===== src/rtl/serial_rx_pkg.sv =====
// Shared types and helpers for the parametrised serial frame receiver.
package serial_rx_pkg;

    typedef enum logic [1:0] {
        ST_IDLE = 2'd0,
        ST_DATA = 2'd1,
        ST_STOP = 2'd2
    } rx_state_e;

    // Bit counter must be able to hold the value DATA_BITS itself.
    function automatic int unsigned cnt_width(input int unsigned bits);
        return $clog2(bits + 1);
    endfunction

endpackage


===== src/rtl/serial_shift_reg.sv =====
// Serial-in / parallel-out shift register; direction chosen by MSB_FIRST.
module serial_shift_reg
    import serial_rx_pkg::*;
#(
    parameter int unsigned DATA_BITS = 40,
    parameter bit          MSB_FIRST = 1'b1
) (
    input  logic                 clk,
    input  logic                 rst,
    input  logic                 shift_en,
    input  logic                 ser_in,
    output logic [DATA_BITS-1:0] par_out
);

    logic [DATA_BITS-1:0] shreg_q;
    logic [DATA_BITS-1:0] shreg_d;
    logic [DATA_BITS-1:0] shifted;

    // Single-bit payloads have no slice to shift, so they get their own branch.
    if (DATA_BITS == 1) begin : g_one
        // Next value for a one-bit register is simply the incoming bit.
        always_comb shifted = ser_in;
    end else if (MSB_FIRST) begin : g_msb
        // Shift left: oldest bit ends up at the top.
        always_comb shifted = {shreg_q[DATA_BITS-2:0], ser_in};
    end else begin : g_lsb
        // Shift right: oldest bit ends up at the bottom.
        always_comb shifted = {ser_in, shreg_q[DATA_BITS-1:1]};
    end

    // Advance only on strobed data-bit cycles.
    always_comb begin
        shreg_d = shreg_q;
        if (shift_en) begin
            shreg_d = shifted;
        end
    end

    // Register with synchronous clear.
    always_ff @(posedge clk) begin
        if (rst) begin
            shreg_q <= '0;
        end else begin
            shreg_q <= shreg_d;
        end
    end

    assign par_out = shreg_q;

endmodule


===== src/rtl/serial_frame_rx.sv =====
// Serial frame receiver: start-bit detect, payload shift, stop-bit check,
// valid/ready output holding register with framing and overrun pulses.
module serial_frame_rx
    import serial_rx_pkg::*;
#(
    parameter int unsigned DATA_BITS  = 40,
    parameter bit          MSB_FIRST  = 1'b1,
    parameter bit          STOP_CHECK = 1'b1
) (
    input  logic                 clk,
    input  logic                 rst,
    input  logic                 si,
    input  logic                 bit_en,
    output logic [DATA_BITS-1:0] data,
    output logic                 data_valid,
    input  logic                 data_ready,
    output logic                 frame_err,
    output logic                 overrun,
    output logic                 busy
);

    localparam int unsigned     CW       = cnt_width(DATA_BITS);
    localparam logic [CW-1:0]   CNT_LAST = CW'(DATA_BITS - 1);

    rx_state_e            state_q, state_d;
    logic [CW-1:0]        cnt_q, cnt_d;
    logic [DATA_BITS-1:0] data_q, data_d;
    logic                 data_valid_q, data_valid_d;
    logic                 frame_err_q, frame_err_d;
    logic                 overrun_q, overrun_d;
    logic                 busy_q, busy_d;

    logic                 shift_en;
    logic [DATA_BITS-1:0] shreg;

    assign shift_en = bit_en && (state_q == ST_DATA);

    serial_shift_reg #(
        .DATA_BITS (DATA_BITS),
        .MSB_FIRST (MSB_FIRST)
    ) u_shift (
        .clk      (clk),
        .rst      (rst),
        .shift_en (shift_en),
        .ser_in   (si),
        .par_out  (shreg)
    );

    // Next-state, counter and output-register logic; the FSM only moves on
    // strobe cycles, while the handshake is evaluated every clock.
    always_comb begin
        state_d      = state_q;
        cnt_d        = cnt_q;
        data_d       = data_q;
        data_valid_d = data_valid_q && !data_ready;
        frame_err_d  = 1'b0;
        overrun_d    = 1'b0;

        if (bit_en) begin
            unique case (state_q)
                ST_IDLE: begin
                    if (si) begin
                        state_d = ST_DATA;
                        cnt_d   = '0;
                    end
                end
                ST_DATA: begin
                    cnt_d = cnt_q + 1'b1;
                    if (cnt_q == CNT_LAST) begin
                        state_d = ST_STOP;
                    end
                end
                ST_STOP: begin
                    state_d = ST_IDLE;
                    if (STOP_CHECK && si) begin
                        frame_err_d = 1'b1;
                    end else if (!data_valid_q || data_ready) begin
                        data_d       = shreg;
                        data_valid_d = 1'b1;
                    end else begin
                        overrun_d = 1'b1;
                    end
                end
                default: begin
                    state_d = ST_IDLE;
                end
            endcase
        end

        busy_d = (state_d != ST_IDLE);
    end

    // State and registered outputs.
    always_ff @(posedge clk) begin
        if (rst) begin
            state_q      <= ST_IDLE;
            cnt_q        <= '0;
            data_q       <= '0;
            data_valid_q <= 1'b0;
            frame_err_q  <= 1'b0;
            overrun_q    <= 1'b0;
            busy_q       <= 1'b0;
        end else begin
            state_q      <= state_d;
            cnt_q        <= cnt_d;
            data_q       <= data_d;
            data_valid_q <= data_valid_d;
            frame_err_q  <= frame_err_d;
            overrun_q    <= overrun_d;
            busy_q       <= busy_d;
        end
    end

    assign data       = data_q;
    assign data_valid = data_valid_q;
    assign frame_err  = frame_err_q;
    assign overrun    = overrun_q;
    assign busy       = busy_q;

endmodule


===== config.mk =====
export PLATFORM = sky130hd
export DESIGN_NAME = serial_frame_rx
export DESIGN_NICKNAME = d
export VERILOG_FILES = /design/src/rtl/serial_rx_pkg.sv /design/src/rtl/serial_shift_reg.sv /design/src/rtl/serial_frame_rx.sv
export SDC_FILE = /design/constraint.sdc
export NUM_CORES = 1
export LEC_CHECK = 0
export ABC_AREA = 1
export CAP_MARGIN = 20
export CORE_MARGIN = 2
export CORE_UTILIZATION = 39
export CTS_CLUSTER_SIZE = 40
export DETAILED_ROUTE_END_ITERATION = 8
export MAX_ROUTING_LAYER = met4
export PLACE_DENSITY = 0.62
export SYNTH_ARGS = -nofsm -noshare
export SYNTH_HDL_FRONTEND = slang
export SYNTH_SLANG_ARGS = --single-unit

===== constraint.sdc =====
create_clock -name clk -period 1.1 [get_ports clk]
set_input_delay 0.275 -clock clk [delete_from_list [all_inputs] [get_ports clk]]
set_output_delay 0.275 -clock clk [all_outputs]
set_load 0.01 [all_outputs]

==> flow_summary.json, run 1 <==
{
  "syn_nets": 511,
  "yosys.area.top_type": "dfxtp_1",
  "gp_congestion": 0.726,
  "p_leak_uw": 0.00263,
  "holdBufCountCts": 0,
  "grt_pass1_vias": 2939,
  "drcViolationCount": 0,
  "grt.overflow.total": 0,
  "cts.htree.levels": 3,
  "fmax_ghz": 0.797,
  "die_x_um": 99.5,
  "row_count": 34,
  "tritoncts": "built",
  "initial_core_util_pct": 40.6,
  "drive_gt1_share_pct": 43.0,
  "diodes": 0,
  "ant_nets": 0,
  "synth_cell_type_count": 19,
  "fillers": 746,
  "peakVddDrop_mv": 0.611,
  "portBuffers": 48,
  "ys_seq_area_share_pct": 51.8,
  "crit_type": "flip-flop to flip-flop",
  "dp.cells": 654,
  "worst_slack_ns": -0.154,
  "clk_pin_slew_ns": 0.09,
  "status": "complete, but fails checks",
  "grt_pass1_wl_um": 13800,
  "hold_viol_final": 0,
  "fin_nets": 587,
  "drv_slew": 0,
  "wl_per_cell_um": 13.0,
  "cts_buffer_depth": 2,
  "syn_avg_cell_area_um2": 7.04,
  "layout_commonest_cell": "nand2_1",
  "final_cells": 694,
  "hold_path_class": "input port to flip-flop",
  "max_cap_viol_count": 0,
  "viasPerCell": 4.66,
  "area_delta_synth_final_pct": 50.4,
  "worst_pin_slew_ns": 0.369,
  "cts_buffers": 9,
  "startpoint_type": "flip-flop",
  "drt_wl_total_um": 8990,
  "fin_crit_ns": 1.25,
  "setup.worst_path.end_class": "flip-flop",
  "dr.pass1.iters": 4,
  "power_density_nw_per_um2": 1120,
  "syn_inst": 505,
  "p_int_uw": 4500,
  "yosysWarnings": 0,
  "crit_fanout": 6,
  "synth_top_cell_area_share_pct": 51.8,
  "placed_area_um2": 4240,
  "setup_viol": 83,
  "clk_latency_ns": 0.36,
  "max_slew_margin_pct": 75.3,
  "clockRootBuffer": "clkbuf_8",
  "ff2ff_setup_slack_ns": -0.15,
  "ys_ff_latch": 92,
  "vias": 3235,
  "switching_share_pct": 24.8,
  "skew_ns": 0.0110,
  "pwr-share-comb_pct": 8.0,
  "syn-cell-area_um2": 3550,
  "arrival_ns": 1.54,
  "fin_crit_sh_pct": 114,
  "dp_hpwl_um": 4530,
  "mostFrequentLayoutCells": "nand2_1, nor2_1, buf_6, inv_1, dfxtp_2",
  "cts.sinks": 92,
  "tns_ns": -6.59,
  "p_seq_share_pct": 56.0,
  "cp_data_required_time_ns": 1.38,
  "violations": "negative setup slack",
  "grt_usage_pct": 17.6,
  "fp.dieH_um": 99.5,
  "p_sw_uw": 1480,
  "fin_area_um2": 5350,
  "pre_cts_ws_ns": -0.545,
  "netlist_top_cells_area": "dfxtp_1, nand2_1, nor2_1",
  "grt_start_max_net_pins": 44,
  "dr.first_iter.drc_count": 127,
  "die-area_um2": 9890,
  "p_clk_share_pct": 36.1,
  "antenna_found_initial": 0,
  "core_area_um2": 8760,
  "rsz0062_at_grt": "yes",
  "ios": 49
}
cell families (layout without fill, tap and decap cells):
kind of cell    Yosys count  in the layout  synth area share [%]
buf+inv                  81            162                  9.61
simple gates            284            284                  31.6
flops                    92             92                  51.8
compound gates           47             47                  6.65
fa+ha+maj                 1              1                 0.352
worst paths after layout:
| check | depth (start not counted) | from | endpoint |
|---|---|---|---|
| max | 7 | state_q[0] | u_shift.par_out[21] |
| min | 3 | rst | u_shift.par_out[26] |
| max reg2reg | 7 | state_q[0] | u_shift.par_out[21] |
| min reg2reg | 2 | u_shift.par_out[5] | u_shift.par_out[6] |
state kept, by name, indices dropped and copies added (netlist names):
name and cells:
cnt_q 6, frame_err 1, data_valid 1, u_shift.par_out 40, overrun 1, state_q 2
busy 1, data 40
synth_stat cells:
| cell type | n |
|---|---|
| a21oi_1 | 44 |
| a31oi_1 | 1 |
| buf_2 | 17 |
| buf_4 | 4 |
| clkbuf_1 | 5 |
| clkbuf_2 | 1 |
| dfxtp_1 | 92 |
| ha_1 | 1 |
| inv_1 | 53 |
| inv_2 | 1 |
| nand2_1 | 181 |
| nand3_1 | 8 |
| nand3_2 | 1 |
| nand4_1 | 2 |
| nand4_4 | 1 |
| nor2_1 | 87 |
| nor2_4 | 2 |
| nor3_1 | 2 |
| o21ai_0 | 2 |
worst max-delay path, cell delays in order, from the launching register on:
cell	delay, ns
dfxtp_4	0.38
buf_6	0.11
nand3_4	0.13
inv_8	0.11
buf_12	0.12
buf_12	0.14
nand2_4	0.05
a21oi_2	0.14
metal layers:
metal  GRT usage (%)  part of all wire [%]
met5               -                     0
met2            29.2                    50
met3            4.22                   3.5
met1            21.6                    45
met4            4.85                   1.3
power groups by stage:
stage	registers (µW)	logic, µW	clock network (µW)
global placement	3430	251	0
global route	3350	506	2320
CTS	3350	376	2180
detailed placement	3430	255	0
floorplan	3430	151	0
finish	3350	478	2160
stage by stage:
step	power, µW	hold slack (ns)	util, %
3_3_place_gp	3680	0.457	48.4
5_1_grt	6180	0.398	61.0
3_5_place_dp	3680	0.466	48.4
2_1_floorplan	3580	0.418	-
6_report	5990	0.388	61.0
4_1_cts	5910	0.341	53.4
area by class of cell:
class	count	area, µm²	share of cell area (%)
Clock inverter	5	36.3	0.679
Timing Repair Buffer	92	1090	20.4
Tap cell	108	135	2.53
Clock buffer	11	151	2.83
Inverter	54	210	3.93
Sequential cell	92	1900	35.6
Multi-Input combinational cell	332	1820	34.0
repair_timing:
action | CTS | global route
pin swaps | 13 | 38
endpoints found under the setup margin | 130 | 132
buffers inserted | 16 | 6
resized for setup | 277 | 151
cloned | 5 | 2
hold endpoints to repair | 0 | 0
Power figures use the tool's default switching activity.
==> run 2, diff against run 1 <==
--- a/config.mk
+++ b/config.mk
@@ -11,8 +11,10 @@
 export CORE_UTILIZATION = 39
 export CTS_CLUSTER_SIZE = 40
 export DETAILED_ROUTE_END_ITERATION = 8
+export GPL_TIMING_DRIVEN = 0
 export MAX_ROUTING_LAYER = met4
 export PLACE_DENSITY = 0.62
+export RECOVER_POWER = 100
 export SYNTH_ARGS = -nofsm -noshare
 export SYNTH_HDL_FRONTEND = slang
 export SYNTH_SLANG_ARGS = --single-unit
==> flow_summary.json, run 2 (synthesis gave the netlist of run 1 again) <==
{
  "top_usage_layer": "met2",
  "violations": "negative setup slack",
  "ant_nets": 0,
  "grt_pass1_vias": 2955,
  "skew_ns": 0.0132,
  "p_leak_uw": 0.00230,
  "die_x_um": 99.5,
  "dr.first_iter.drc_count": 101,
  "antenna_found_initial": 0,
  "worst_slack_ns": -0.142,
  "fin_crit_sh_pct": 113,
  "cts_buffers": 9,
  "fin_hold_ws_ns": 0.218,
  "arrival_ns": 1.54,
  "area_delta_synth_final_pct": 40.0,
  "drive_gt1_share_pct": 36.1,
  "startpoint_type": "flip-flop",
  "holdBufCountCts": 0,
  "fin_nets": 589,
  "initial_core_util_pct": 40.6,
  "r2r_start": "state_q[0]",
  "vias": 3174,
  "rsz0062_at_grt": "yes",
  "grt_usage_pct": 17.4,
  "cp-startpoint": "state_q[0]",
  "setup_viol": 86,
  "max_slew_margin_pct": 58.8,
  "clockRootBuffer": "clkbuf_8",
  "dr.pass1.iters": 4,
  "crit_fanout": 7,
  "cts.sinks": 92,
  "cp_data_required_time_ns": 1.40,
  "layout_commonest_cell": "nand2_1",
  "max_cap_viol_count": 0,
  "die-area_um2": 9890,
  "status": "complete, but fails checks",
  "peakVddDrop_mv": 0.680,
  "dp.cells": 659,
  "tritoncts": "built",
  "worstHoldStart": "rst",
  "hold_path_class": "input port to flip-flop",
  "mostFrequentLayoutCells": "nand2_1, nor2_1, buf_6, inv_1, dfxtp_1",
  "crit_type": "flip-flop to flip-flop",
  "gr-usage-met3_pct": 3.72,
  "row_count": 34,
  "setup.worst_path.end_class": "flip-flop",
  "clk_pin_slew_ns": 0.09,
  "viasPerCell": 4.56,
  "portBuffers": 46,
  "diodes": 0,
  "drt_wl_total_um": 8130,
  "fillers": 815,
  "core_area_um2": 8760,
  "wl_per_cell_um": 11.7,
  "fmax_ghz": 0.805,
  "cts_buffer_depth": 2,
  "drcViolationCount": 0,
  "grt_start_max_net_pins": 16,
  "final_cells": 696,
  "gp_congestion": 0.770,
  "fin_crit_ns": 1.24,
  "ios": 49,
  "gr-usage-met1_pct": 21.5,
  "drv_slew": 0,
  "grt.overflow.total": 0,
  "final_util_pct": 56.8,
  "fp.dieH_um": 99.5,
  "use_met2_pct": 28.3,
  "dp_hpwl_um": 4800,
  "cts.htree.levels": 3,
  "worst_pin_slew_ns": 0.618,
  "hold_viol_final": 0,
  "grt_pass1_wl_um": 13600,
  "power_density_nw_per_um2": 1240,
  "clk_latency_ns": 0.36
}
run 2: cell count changes in the layout (fill, tap and decap cells not counted), moves of 9 or more:
cell | before | now
nand2_4 | 24 | 2
a21oi_2 | 33 | 22
buf_6 | 53 | 62
buf_12 | 10 | 0
a21oi_1 | 11 | 22
nand2_1 | 137 | 163
run 2: final timing paths:
| kind | cells after the start | endpoint | slack, ns |
|---|---|---|---|
| max | 6 | data[1] | -0.14 |
| min | 2 | cnt_q[1] | 0.22 |
| max reg2reg | 6 | data[1] | -0.14 |
| min reg2reg | 2 | u_shift.par_out[21] | 0.48 |
run 2: repair_timing:
action / in CTS / in global routing
resized for setup: 300 / 80
endpoints found under the setup margin: 133 / 133
setup buffers: 4 / 7
endpoints found under the hold margin: 0 / 0
pin swaps: 3 / 15
cloned: 9 / 1
run 2: final cells by class:
class	instances	area [µm²]	area share, %
inverters	54	213	4.28
multi-input cells	334	1610	32.4
well taps	108	135	2.72
repair buffers	64	653	13.1
clock buffers	10	128	2.57
repair inverters	1	8.76	0.176
flip-flops and latches	92	1910	38.4
clock inverters	6	88.8	1.79
plain buffers	27	225	4.53
run 2: layer usage:
metal,share of wire [%],wire length [µm]
met2,48,3900
met3,3.1,249
met4,1.7,140
met5,0,0
met1,47,3840
run 2: power by group:
part | total, µW | leakage (µW) | switching [µW] | internal (µW)
sequential | 3350 | 0.000766 | 13.7 | 3330
clock | 2490 | 0.000102 | 1200 | 1280
combinational | 318 | 0.00144 | 204 | 114
run 2: per-stage QoR:
step / TNS [ns] / cell area (µm²) / total power, µW / setup slack (ns)
2_1_floorplan: 0 / 3550 / 3580 / 0.0286
6_report: -8.13 / 4970 / 6150 / -0.142
3_3_place_gp: -33.18 / 4150 / 3640 / -0.630
5_1_grt: -15.02 / 4970 / 6380 / -0.240
3_5_place_dp: -35.08 / 4150 / 3650 / -0.647
4_1_cts: -6.04 / 4600 / 6170 / -0.126
run 2: worst max-delay path, stage by stage, from the launching register on:
cell and delay [ns]:
dfxtp_4 0.37, nor2_4 0.15, nand4_4 0.24, buf_6 0.21, nand2_2 0.05, nand2_2 0.04
nor2_2 0.11
==> run 3, diff against run 2 <==
--- a/config.mk
+++ b/config.mk
@@ -8,12 +8,12 @@
 export ABC_AREA = 1
 export CAP_MARGIN = 20
 export CORE_MARGIN = 2
-export CORE_UTILIZATION = 39
+export CORE_UTILIZATION = 40
 export CTS_CLUSTER_SIZE = 40
 export DETAILED_ROUTE_END_ITERATION = 8
 export GPL_TIMING_DRIVEN = 0
 export MAX_ROUTING_LAYER = met4
-export PLACE_DENSITY = 0.62
+export PLACE_DENSITY = 0.64
 export RECOVER_POWER = 100
 export SYNTH_ARGS = -nofsm -noshare
 export SYNTH_HDL_FRONTEND = slang
==> flow_summary.json, run 3 (synthesis gave the netlist of run 1 again) <==
{
  "ios": 49,
  "grt_pass1_wl_um": 12100,
  "clk_pin_slew_ns": 0.09,
  "rsz0062_at_grt": "yes",
  "arrival_ns": 1.53,
  "path_buf_inv": 2,
  "crit_type": "flip-flop to flip-flop",
  "fmax_ghz": 0.811,
  "crit_top_cell": "nand2_1",
  "layout_commonest_cell": "nand2_1",
  "tns_ns": -6.63,
  "max_cap_viol_count": 0,
  "dp.cells": 659,
  "grt.overflow.total": 0,
  "r2r_start": "state_q[1]",
  "status": "complete, but fails checks",
  "setup_viol": 89,
  "timing.rr.end": "busy",
  "drt_wl_total_um": 8260,
  "max_slew_margin_pct": 55.4,
  "p_clk_share_pct": 38.8,
  "worstHoldStart": "rst",
  "crit_fanout": 8,
  "skew_ns": 0.0114,
  "min_to": "cnt_q[1]",
  "path_cells": "inv_4, nand3_4, buf_4, o21ai_1, nand2_1, nand2_1",
  "antenna_found_initial": 0,
  "hold_path_class": "input port to flip-flop",
  "peakVddDrop_mv": 0.510,
  "cts_buffer_depth": 2,
  "initial_core_util_pct": 41.0,
  "pwr-share-comb_pct": 6.2,
  "cp_data_required_time_ns": 1.40,
  "startpoint_type": "flip-flop",
  "gp_congestion": 0.749,
  "clk_latency_ns": 0.36,
  "crit_family": "flip-flops",
  "ant_nets": 0,
  "vias": 3183,
  "cts.htree.levels": 3,
  "ff2ff_setup_slack_ns": -0.13,
  "fp.dieH_um": 98.3,
  "area_delta_synth_final_pct": 46.8,
  "final_cells": 692,
  "die-area_um2": 9660,
  "worst_pin_slew_ns": 0.670,
  "dr.pass1.iters": 4,
  "grt_pass1_vias": 2601,
  "core_area_um2": 8680,
  "p_seq_share_pct": 55.0,
  "die_x_um": 98.3,
  "reg2reg_depth": 6,
  "p_int_uw": 4660,
  "min_path_cells": 2,
  "worst_slack_ns": -0.133,
  "grt_start_max_net_pins": 16,
  "diodes": 0,
  "row_count": 34,
  "final_util_pct": 60.1,
  "p_leak_uw": 0.00264,
  "fillers": 786,
  "fin_crit_ns": 1.23,
  "violations": "negative setup slack",
  "fin_hold_ws_ns": 0.201,
  "switching_share_pct": 23.6,
  "drcViolationCount": 0,
  "dr.first_iter.drc_count": 131,
  "power_density_nw_per_um2": 1170,
  "setup.worst_path.end_class": "flip-flop",
  "cts_buffers": 9,
  "drv_slew": 0,
  "grt_usage_pct": 15.7,
  "dp_hpwl_um": 4820,
  "portBuffers": 46,
  "p_sw_uw": 1440,
  "wl_per_cell_um": 11.9,
  "cts.sinks": 92,
  "hold_viol_final": 0,
  "clockRootBuffer": "clkbuf_8",
  "cpPeakStageDelay_ns": 0.38,
  "mostFrequentLayoutCells": "nand2_1, nor2_1, inv_1, buf_6",
  "fin_crit_sh_pct": 112,
  "tritoncts": "built",
  "viasPerCell": 4.60,
  "drive_gt1_share_pct": 39.7,
  "crit_slowest_cell": "dfxtp_4",
  "fin_nets": 585
}
run 3: worst max-delay path by stage:
stage / startpoint / to / cells after the start
detailed placement: si / data[0] / 6
global placement: si / data[0] / 6
CTS: data_ready / data[0] / 7
floorplan: bit_en / cnt_q[2] / 6
global route: state_q[1] / busy / 6
finish: state_q[1] / busy / 6
run 3: cell type report:
type	count	area, µm²	area share [%]
flip-flops and latches	92	1910	36.5
multi-input cells	334	1800	34.4
repair buffers	60	703	13.5
plain buffers	27	243	4.65
inverters	54	218	4.17
clock buffers	11	151	2.90
well taps	108	135	2.59
clock inverters	5	60.1	1.15
repair inverters	1	8.76	0.168
run 3: stage by stage:
stage / cell area, µm² / total power [µW] / setup WS [ns]
after detailed placement: 4150 / 3650 / -0.653
after global placement: 4150 / 3640 / -0.632
after CTS: 4480 / 6020 / -0.0912
after global routing: 5220 / 6330 / -0.217
after floorplan: 3550 / 3580 / 0.0286
final: 5220 / 6100 / -0.133
run 3: power by group through the flow:
stage	registers, µW	logic, µW	clock network [µW]
CTS	3350	251	2420
detailed placement	3430	221	0
floorplan	3430	151	0
global route	3350	406	2570
global placement	3430	216	0
finish	3350	380	2370
run 3: what timing repair did:
item / CTS / global route
gates cloned: 2 / 6
hold buffers: 0 / 0
endpoints found under the setup margin: 133 / 133
gates resized for setup: 271 / 153
pin swaps: 3 / 31
setup buffers: 4 / 5
run 3: layer usage:
layer	vias to the layer above	wire, µm	track usage, %
met4	0	121	5.69
li1	1677	-	-
met5	-	0	-
met2	55	4090	24.9
met1	1439	3760	19.9
met3	12	295	3.51
run 3: worst reg2reg max path: stages, from the launching register on:
cell and delay [ns]:
dfxtp_4 0.38, inv_4 0.08, nand3_4 0.18, buf_4 0.21
o21ai_1 0.14, nand2_1 0.09, nand2_1 0.09
